==> config.mk <==
export PLATFORM = sky130hd
export DESIGN_NAME = fetch_queue
export DESIGN_NICKNAME = d
export VERILOG_FILES = /design/src/rtl/fetch_queue.sv
export SDC_FILE = /design/constraint.sdc
export NUM_CORES = 1
export LEC_CHECK = 0
export ABC_CLOCK_PERIOD_IN_PS = 5900
export CORE_MARGIN = 4
export CORE_UTILIZATION = 50
export DETAILED_ROUTE_END_ITERATION = 10
export PLACE_DENSITY_LB_ADDON = 0.05
export SLEW_MARGIN = 20
export SYNTH_ARGS = -nofsm -noshare
export SYNTH_HDL_FRONTEND = slang
export SYNTH_SLANG_ARGS = --single-unit
==> constraint.sdc <==
create_clock -name clk -period 5.9 [get_ports clk]
set_input_delay 1.77 -clock clk [delete_from_list [all_inputs] [get_ports clk]]
set_output_delay 1.77 -clock clk [all_outputs]
set_load 0.02 [all_outputs]
==> src/rtl/fetch_queue.sv <==
// -----------------------------------------------------------------------------
// fetch_queue
//
// Instruction-fetch stage with a DEPTH-entry prefetch FIFO and a
// request/grant/response instruction-memory interface. Up to DEPTH fetches
// may be in flight. Returned instructions are buffered and handed to decode
// one per non-stalled cycle. A redirect flushes the queue, discards stale
// in-flight responses and presents NOPs (ir = 0) until the new stream
// arrives.
//
// Optional feature macro: FETCH_PERF_CNT_EN
//   When defined, the stall_cnt and flush_cnt performance counters and
//   their ports are present. When undefined, neither the ports nor the
//   counter logic exist.
//
// Ports
//   clk           in   single clock, all state on rising edge
//   reset         in   asynchronous active-low reset, clears all state
//   load_pc_flag  in   redirect request (branch/jump taken)
//   load_pc       in   redirect target address
//   stall         in   decode cannot accept; pc/ir/ir_valid are held
//   imem_req      out  fetch request valid
//   imem_addr     out  fetch address
//   imem_gnt      in   memory accepts the request this cycle
//   imem_rvalid   in   response valid (in request order)
//   imem_rdata    in   response instruction
//   pc            out  address of ir
//   ir            out  instruction to decode, 0 = NOP
//   ir_valid      out  ir holds a real fetched instruction
//   stall_cnt     out  stalled cycles with ir_valid=1 (FETCH_PERF_CNT_EN)
//   flush_cnt     out  redirects taken (FETCH_PERF_CNT_EN)
// -----------------------------------------------------------------------------
module fetch_queue #(
    parameter int A_SIZE = 10,
    parameter int I_SIZE = 16,
    parameter int DEPTH  = 4
) (
    input  logic              clk,
    input  logic              reset,
    input  logic              load_pc_flag,
    input  logic [A_SIZE-1:0] load_pc,
    input  logic              stall,
    output logic              imem_req,
    output logic [A_SIZE-1:0] imem_addr,
    input  logic              imem_gnt,
    input  logic              imem_rvalid,
    input  logic [I_SIZE-1:0] imem_rdata,
    output logic [A_SIZE-1:0] pc,
    output logic [I_SIZE-1:0] ir,
    output logic              ir_valid
`ifdef FETCH_PERF_CNT_EN
    ,
    output logic [31:0]       stall_cnt,
    output logic [15:0]       flush_cnt
`endif
);

    localparam int PTR_W = $clog2(DEPTH);
    localparam int CNT_W = PTR_W + 1;

    localparam logic [A_SIZE-1:0] PC_ONE    = A_SIZE'(1);
    localparam logic [PTR_W-1:0]  PTR_ONE   = PTR_W'(1);
    localparam logic [CNT_W-1:0]  CNT_ONE   = CNT_W'(1);
    localparam logic [CNT_W-1:0]  CNT_ZERO  = CNT_W'(0);
    localparam logic [CNT_W:0]    DEPTH_SUM = (CNT_W + 1)'(DEPTH);

    // Architectural state
    logic [A_SIZE-1:0] fetch_pc_r;
    logic [A_SIZE-1:0] resp_pc_r;
    logic [CNT_W-1:0]  outstanding_r;
    logic [CNT_W-1:0]  drop_cnt_r;
    logic [CNT_W-1:0]  count_r;
    logic [PTR_W-1:0]  wr_ptr_r;
    logic [PTR_W-1:0]  rd_ptr_r;
    logic [A_SIZE-1:0] fifo_pc_r [DEPTH];
    logic [I_SIZE-1:0] fifo_ir_r [DEPTH];
    logic [A_SIZE-1:0] pc_r;
    logic [I_SIZE-1:0] ir_r;
    logic              ir_valid_r;

    // Next-state helpers
    logic [CNT_W:0]    credit_sum_s;
    logic              req_s;
    logic              grant_s;
    logic              drop_resp_s;
    logic              push_s;
    logic              advance_s;
    logic              pop_s;
    logic [CNT_W-1:0]  outstanding_nxt_s;
    logic [CNT_W-1:0]  redirect_drop_s;

    // Request credit: FIFO entries plus in-flight fetches never exceed DEPTH,
    // so every response has a slot waiting for it. The request is also
    // masked while reset is asserted so nothing is issued from reset state.
    always_comb begin
        credit_sum_s = {1'b0, count_r} + {1'b0, outstanding_r};
        if (reset && !load_pc_flag && (credit_sum_s < DEPTH_SUM)) begin
            req_s = 1'b1;
        end else begin
            req_s = 1'b0;
        end
    end

    // Handshake qualifiers for grant, response accept/drop and output pop.
    always_comb begin
        grant_s     = req_s && imem_gnt;
        drop_resp_s = imem_rvalid && (drop_cnt_r != CNT_ZERO);
        push_s      = imem_rvalid && (drop_cnt_r == CNT_ZERO) && !load_pc_flag;
        advance_s   = !stall || !ir_valid_r;
        pop_s       = advance_s && (count_r != CNT_ZERO) && !load_pc_flag;
    end

    // Outstanding-request bookkeeping; a grant and a response in the same
    // cycle cancel out.
    always_comb begin
        outstanding_nxt_s = outstanding_r;
        case ({grant_s, imem_rvalid})
            2'b10: outstanding_nxt_s = outstanding_r + CNT_ONE;
            2'b01: begin
                if (outstanding_r != CNT_ZERO) begin
                    outstanding_nxt_s = outstanding_r - CNT_ONE;
                end else begin
                    outstanding_nxt_s = outstanding_r;
                end
            end
            default: outstanding_nxt_s = outstanding_r;
        endcase
    end

    // Responses still owed at a redirect are stale; one arriving in the
    // redirect cycle itself is already being discarded, so it is not counted.
    always_comb begin
        if (imem_rvalid && (outstanding_r != CNT_ZERO)) begin
            redirect_drop_s = outstanding_r - CNT_ONE;
        end else if (imem_rvalid) begin
            redirect_drop_s = CNT_ZERO;
        end else begin
            redirect_drop_s = outstanding_r;
        end
    end

    // In-flight request counter.
    always_ff @(posedge clk or negedge reset) begin
        if (!reset) begin
            outstanding_r <= CNT_ZERO;
        end else begin
            outstanding_r <= outstanding_nxt_s;
        end
    end

    // Fetch/response address tracking and stale-response drop counter.
    always_ff @(posedge clk or negedge reset) begin
        if (!reset) begin
            fetch_pc_r <= {A_SIZE{1'b0}};
            resp_pc_r  <= {A_SIZE{1'b0}};
            drop_cnt_r <= CNT_ZERO;
        end else if (load_pc_flag) begin
            fetch_pc_r <= load_pc;
            resp_pc_r  <= load_pc;
            drop_cnt_r <= redirect_drop_s;
        end else begin
            if (grant_s) begin
                fetch_pc_r <= fetch_pc_r + PC_ONE;
            end
            if (drop_resp_s) begin
                drop_cnt_r <= drop_cnt_r - CNT_ONE;
            end
            if (push_s) begin
                resp_pc_r <= resp_pc_r + PC_ONE;
            end
        end
    end

    // FIFO pointers and occupancy; a redirect empties the queue.
    always_ff @(posedge clk or negedge reset) begin
        if (!reset) begin
            wr_ptr_r <= {PTR_W{1'b0}};
            rd_ptr_r <= {PTR_W{1'b0}};
            count_r  <= CNT_ZERO;
        end else if (load_pc_flag) begin
            wr_ptr_r <= {PTR_W{1'b0}};
            rd_ptr_r <= {PTR_W{1'b0}};
            count_r  <= CNT_ZERO;
        end else begin
            if (push_s) begin
                wr_ptr_r <= wr_ptr_r + PTR_ONE;
            end
            if (pop_s) begin
                rd_ptr_r <= rd_ptr_r + PTR_ONE;
            end
            if (push_s && !pop_s) begin
                count_r <= count_r + CNT_ONE;
            end else if (pop_s && !push_s) begin
                count_r <= count_r - CNT_ONE;
            end
        end
    end

    // FIFO storage of {pc, instruction} pairs.
    always_ff @(posedge clk or negedge reset) begin
        if (!reset) begin
            for (int i = 0; i < DEPTH; i++) begin
                fifo_pc_r[i] <= {A_SIZE{1'b0}};
                fifo_ir_r[i] <= {I_SIZE{1'b0}};
            end
        end else if (push_s) begin
            fifo_pc_r[wr_ptr_r] <= resp_pc_r;
            fifo_ir_r[wr_ptr_r] <= imem_rdata;
        end
    end

    // Decode-facing output registers: redirect beats stall, stall holds a
    // valid instruction, otherwise pop the head or present a NOP.
    always_ff @(posedge clk or negedge reset) begin
        if (!reset) begin
            pc_r       <= {A_SIZE{1'b0}};
            ir_r       <= {I_SIZE{1'b0}};
            ir_valid_r <= 1'b0;
        end else if (load_pc_flag) begin
            pc_r       <= load_pc;
            ir_r       <= {I_SIZE{1'b0}};
            ir_valid_r <= 1'b0;
        end else if (advance_s) begin
            if (count_r != CNT_ZERO) begin
                pc_r       <= fifo_pc_r[rd_ptr_r];
                ir_r       <= fifo_ir_r[rd_ptr_r];
                ir_valid_r <= 1'b1;
            end else begin
                ir_r       <= {I_SIZE{1'b0}};
                ir_valid_r <= 1'b0;
            end
        end
    end

    assign imem_req  = req_s;
    assign imem_addr = fetch_pc_r;
    assign pc        = pc_r;
    assign ir        = ir_r;
    assign ir_valid  = ir_valid_r;

`ifdef FETCH_PERF_CNT_EN
    logic [31:0] stall_cnt_r;
    logic [15:0] flush_cnt_r;

    // Saturating performance counters for held-valid stalls and redirects.
    always_ff @(posedge clk or negedge reset) begin
        if (!reset) begin
            stall_cnt_r <= 32'd0;
            flush_cnt_r <= 16'd0;
        end else begin
            if (stall && ir_valid_r && !load_pc_flag && (stall_cnt_r != 32'hFFFF_FFFF)) begin
                stall_cnt_r <= stall_cnt_r + 32'd1;
            end
            if (load_pc_flag && (flush_cnt_r != 16'hFFFF)) begin
                flush_cnt_r <= flush_cnt_r + 16'd1;
            end
        end
    end

    assign stall_cnt = stall_cnt_r;
    assign flush_cnt = flush_cnt_r;
`endif

endmodule

Yosys cells after proc, flatten, opt, wreduce, memory -nomap -nowiden
Cells that the tools add are included.
W data, S select, Z words.
{"block": "word_totals", "register_bits": 164, "out_inout_bits": 38, "wordCells": 108}
{"block": "classes", "add_sub_neg": 10, "magnitude_cmp": 4, "eq_ne": 3, "mux": 39, "n_bitwise": 2, "reduce_logical": 32}
{"op": "$mux W10", "count": 10}
{"op": "$mux W16", "count": 6}
{"op": "$bwmux W64", "count": 1}
{"op": "$bwmux W40", "count": 1}
{"op": "$bmux W16 S2", "count": 1}
{"op": "$demux W16 S2", "count": 1}
{"op": "$mux W3", "count": 8}
{"op": "$add A10 B1 Y10 const B", "count": 2}
{"op": "$bmux W10 S2", "count": 1}
{"op": "$demux W10 S2", "count": 1}
{"op": "$reduce_bool A2 Y1", "count": 7}
{"op": "$logic_and A1 B1 Y1", "count": 12}
{"op": "$reduce_bool A3 Y1", "count": 4}
{"op": "$sub A3 B1 Y3 const B", "count": 3}
{"op": "$mux W2", "count": 4}
{"op": "$add A3 B1 Y3 const B", "count": 2}
{"op": "$ge A3 B3 Y1 const B", "count": 2}
{"op": "$not A2 Y3", "count": 2}
{"op": "$pmux W3 S2", "count": 1}
{"op": "$logic_not A1 Y1", "count": 5}
{"op": "$add A2 B1 Y2 const B", "count": 2}
{"op": "$add A3 B3 Y4", "count": 1}
{"op": "$lt A4 B3 Y1 const B", "count": 1}
{"op": "$mux W1", "count": 4}
{"op": "other kinds (7)", "count": 8}

Logic depth before layout (Yosys ltp)
{"block": "depth", "depth_word": 8, "mapped_depth": 8, "ltp_nobuf": 8}

Worst setup path before layout
OpenSTA, ideal clock, no wires.
{"block": "synth_path", "path_type": "input -> output", "start": "input port load_pc_flag", "end": "output port imem_req", "t_arrival_ps": 2482, "t_required_ps": 4130, "slack_ps": 1648, "path_stages": 3, "path_cell_list": "buf_6 > nor4b_4 > and3b_1"}
{"block": "synth_between", "elab_chain_cells": 4}
{"element": "from (decl)", "line": "40", "rtl": "input logic load_pc_flag,"}
{"element": "$logic_not A1 Y1", "line": "97", "rtl": "if (reset && !load_pc_flag && (credit_sum_s < DEPTH_SUM)) begin"}
{"element": "$logic_and A1 B1 Y1 (2 in series)", "line": "97"}
{"element": "$mux W1", "line": "97"}
{"element": "to (decl)", "line": "43", "rtl": "output logic imem_req,"}
No other way between the ends.

Worst setup path in the final report
Same ends and word-level chain as after synthesis.

==> summary.md <==
| Metric | Value |
|---|---|
| Hold crit path type | `flip-flop to flip-flop` |
| Skew-Pair Late Insertion Delay | `0.42 ns` |
| Clock Sinks | `164` |
| Switch share | `0.314` |
| Initial antenna violation count | `0` |
| Post-synth EDFFs | `0` |
| Detailed Routing Iterations Pass 1 | `4` |
| Crit path DAT | `3.42 ns` |
| Share of cells above drive strength 1 | `0.298` |
| I/O pin cnt | `70` |
| Worst hold path depth | `1` |
| Worst r2r path cells | `5` |
| Mapped Nets | `606` |
| Max incr delay on CP | `0.60 ns` |
| Top_reg_cell synth | `dfrtp_1` |
| Design area | `8990 um2` |
| Post-CTS setup buffers | `0` |
| Clock power frac | `0.284` |
| Synthesis-to-finish area growth | `18.8%` |
| Synth cell types | `48` |
| Unrepaired setup endpoints after global routing | `false` |
| Final setup fails | `0` |
| Port Buffers | `69` |
| Crit path top cell by count | `clkdlybuf4s50_1` |
| Min cycle time layout | `5.19 ns` |
| FFs w/ async S/R, synth | `1.00` |
| Starting Density | `0.515` |
| H-tree depth | `4` |
| Post-CTS Resized | `0` |
| Mean cell area of the mapped netlist | `13.5 um2` |
| Critical path capture point type | `output port` |
| Yosys warning count | `0` |
| Total GRT Usage | `0.203` |
| Status | `completed` |
| Class of the most critical setup path | `primary input to output port` |
| Area contributors post-synth | `dfrtp_1 54%, mux2_2 16%, mux4_2 7.7%` |
| # nets final | `667` |
| Internal | `2780 uW` |
| Die width | `131 um` |
| Post-Route WL | `16000 um` |
| Final Hold Vio Count | `0` |
| # rows | `44` |
| Max-cap violations | `0` |
| Clock-pin slew on the worst setup and hold paths | `0.07 ns` |
| Seq/Total Area, Yosys | `0.542` |
| Tightest Pin Transition | `1.04 ns` |
| #FFs+latches synth | `164` |
| First-pass GRT wire length | `26700 um` |
| Global placement routability congestion | `0.791` |
| Power per cell area | `451 nW/um2` |
| DR iter-0 viols | `288` |
| Via density | `5.87` |
| Placed Area | `8370 um2` |
| CP required | `4.13 ns` |
| DR vias | `4804` |
| Crit path max-delay cell type | `clkdlybuf4s50_1` |
| DRT antenna net count | `0` |
| Crit share post-route | `0.880` |
| Max frequency | `192 MHz` |
| TritonCTS Buffers | `17` |
| Maximum vdd drop | `0.209 mV` |
| Chip height | `131 um` |
| Max-slew headroom | `0.307` |
| DRC errors left | `0` |
| Static Leakage | `0.00403 uW` |
| Critical Path, Cell by Cell | `clkdlybuf4s50_1, nor4b_4, and3b_1, clkdlybuf4s50_1` |
| Worst Setup Start Kind | `primary input` |
| Largest net degree at the start of global routing | `72` |
| Critical path fanouts, max | `3` |
| Hold Buf Count CTS | `0` |
| Vias in the first global route | `5084` |
| CTS tree | `yes` |
| FF/Latch Area | `4110 um2` |
| Final Slew Violations | `0` |
| Fill cells | `1150` |
| Clock Tree Buf Depth | `2` |
| Clock skew | `0.0101 ns` |
| Die footprint | `17200 um2` |
| Syn Inst Count | `560` |
| Avg WL per Cell | `19.6 um` |
| Post-synthesis cell area | `7570 um2` |
| Core Footprint | `14700 um2` |
| Yosys top cell area share | `0.542` |
| Sequential share of power | `0.411` |
| Power share of the combinational group | `0.306` |
| Post-DP HPWL | `10200 um` |
| Synth area leader | `dfrtp_1` |
| ANT cells | `0` |
| Global route total overflow | `0` |
| Footprint of the multi-input gates | `3250 um2` |
| Setup TNS | `0 ns` |
| Clk root buf | `clkbuf_16` |
| Net load switching power | `1270 uW` |
path summary, 6_finish.rpt:
path | startpoint | slack [ns] | endpoint
setup / recovery | load_pc_flag | 0.71 | imem_req
hold / removal | fifo_ir_r[31]$_DFFE_PN0P_ | 0.50 | fifo_ir_r[31]$_DFFE_PN0P_
setup reg to reg | outstanding_r[2]$_DFFE_PN0P_ | 3.41 | imem_addr[9]$_DFFE_PN0P_
hold reg to reg | fifo_ir_r[31]$_DFFE_PN0P_ | 0.50 | fifo_ir_r[31]$_DFFE_PN0P_
max in group asynchronous | reset | 2.71 | fifo_ir_r[44]$_DFFE_PN0P_
min in group asynchronous | reset | 1.21 | outstanding_r[0]$_DFFE_PN0P_
synth_stat cells (8+ instances only):
cell type  number
xnor2_1        10
a31oi_1        14
buf_2          14
nor2_1         18
inv_1          10
mux2_2        110
nand2_1        42
nand3_1         8
nor3_1         14
ha_1           13
a22o_1         16
mux4_2         26
dfrtp_1       164
clkbuf_1       12
a21oi_1        17
critical path: cells and delay by family:
family	cells	cell delay [ns]
buf+inv	2	1.10
simple gates	2	0.55
sequential cells by signal (all words and copies together), names as in the netlist:
register and count:
fifo_pc_r 40, fifo_ir_r 64, resp_pc_r 10, ir 16, wr_ptr_r 2, rd_ptr_r 2
pc 10, drop_cnt_r 3, imem_addr 10, count_r 3, outstanding_r 3, ir_valid 1
per-stage QoR:
stage | utilization | total power, uW | worst slack [ns] | instances | hold WS (ns)
2_1_floorplan | - | 2500 | 1.65 | 560 | 0.474
3_3_place_gp | 0.570 | 2890 | 0.711 | 786 | 0.482
3_5_place_dp | 0.570 | 2940 | 0.700 | 786 | 0.485
4_1_cts | 0.611 | 4090 | 0.696 | 818 | 0.502
5_1_grt | 0.611 | 4290 | 0.616 | 818 | 0.504
6_report | 0.611 | 4050 | 0.705 | 818 | 0.500
cell type report:
cell class / instances / area share
Clock inverter: 14 / 0.0195
Multi-Input combinational cell: 351 / 0.361
Sequential cell: 164 / 0.457
Timing Repair Buffer: 77 / 0.0837
Tap cell: 184 / 0.0256
Clock buffer: 18 / 0.0489
Inverter: 10 / 0.00418
cells by family (layout without fill, tap and decap cells):
group | Yosys count | count (layout) | share of synthesized area
mux | 143 | 143 | 0.251
buf+inv | 45 | 119 | 0.0284
fa+ha+maj | 14 | 14 | 0.0241
xor+xnor | 14 | 14 | 0.0162
flops | 164 | 164 | 0.542
simple gates | 113 | 113 | 0.0759
compound gates | 67 | 67 | 0.0620
placed cells by master, fill, tap and decap left out, types with 6 or more instances in the layout:
master,netlist,routed
xnor2_1,10,10
a21oi_1,17,17
dfrtp_1,164,163
nor3_1,14,14
buf_4,1,8
a221o_1,6,6
a31oi_1,14,14
mux4_2,26,26
mux2_2,110,110
a22o_1,16,16
o21ai_0,6,6
clkdlybuf4s50_1,0,68
nand4_1,6,6
mux2i_1,6,6
nand2_1,42,42
ha_1,13,13
nand3_1,8,8
inv_1,10,10
nor2_1,18,18
clkbuf_16,0,17
layer usage:
layer	GRT usage	part of all wire
met3	0.0382	0.038
met4	0.0690	0.013
met2	0.324	0.49
met5	0	0
met1	0.281	0.46
power groups by stage:
stage               combinational [uW]  clock [uW]  sequential, uW
floorplan                          844           0            1660
global placement                  1220           0            1660
detailed placement                1250           0            1680
CTS                               1260        1170            1670
global route                      1360        1220            1710
finish                            1240        1150            1660
Power figures use the tool's default switching activity.
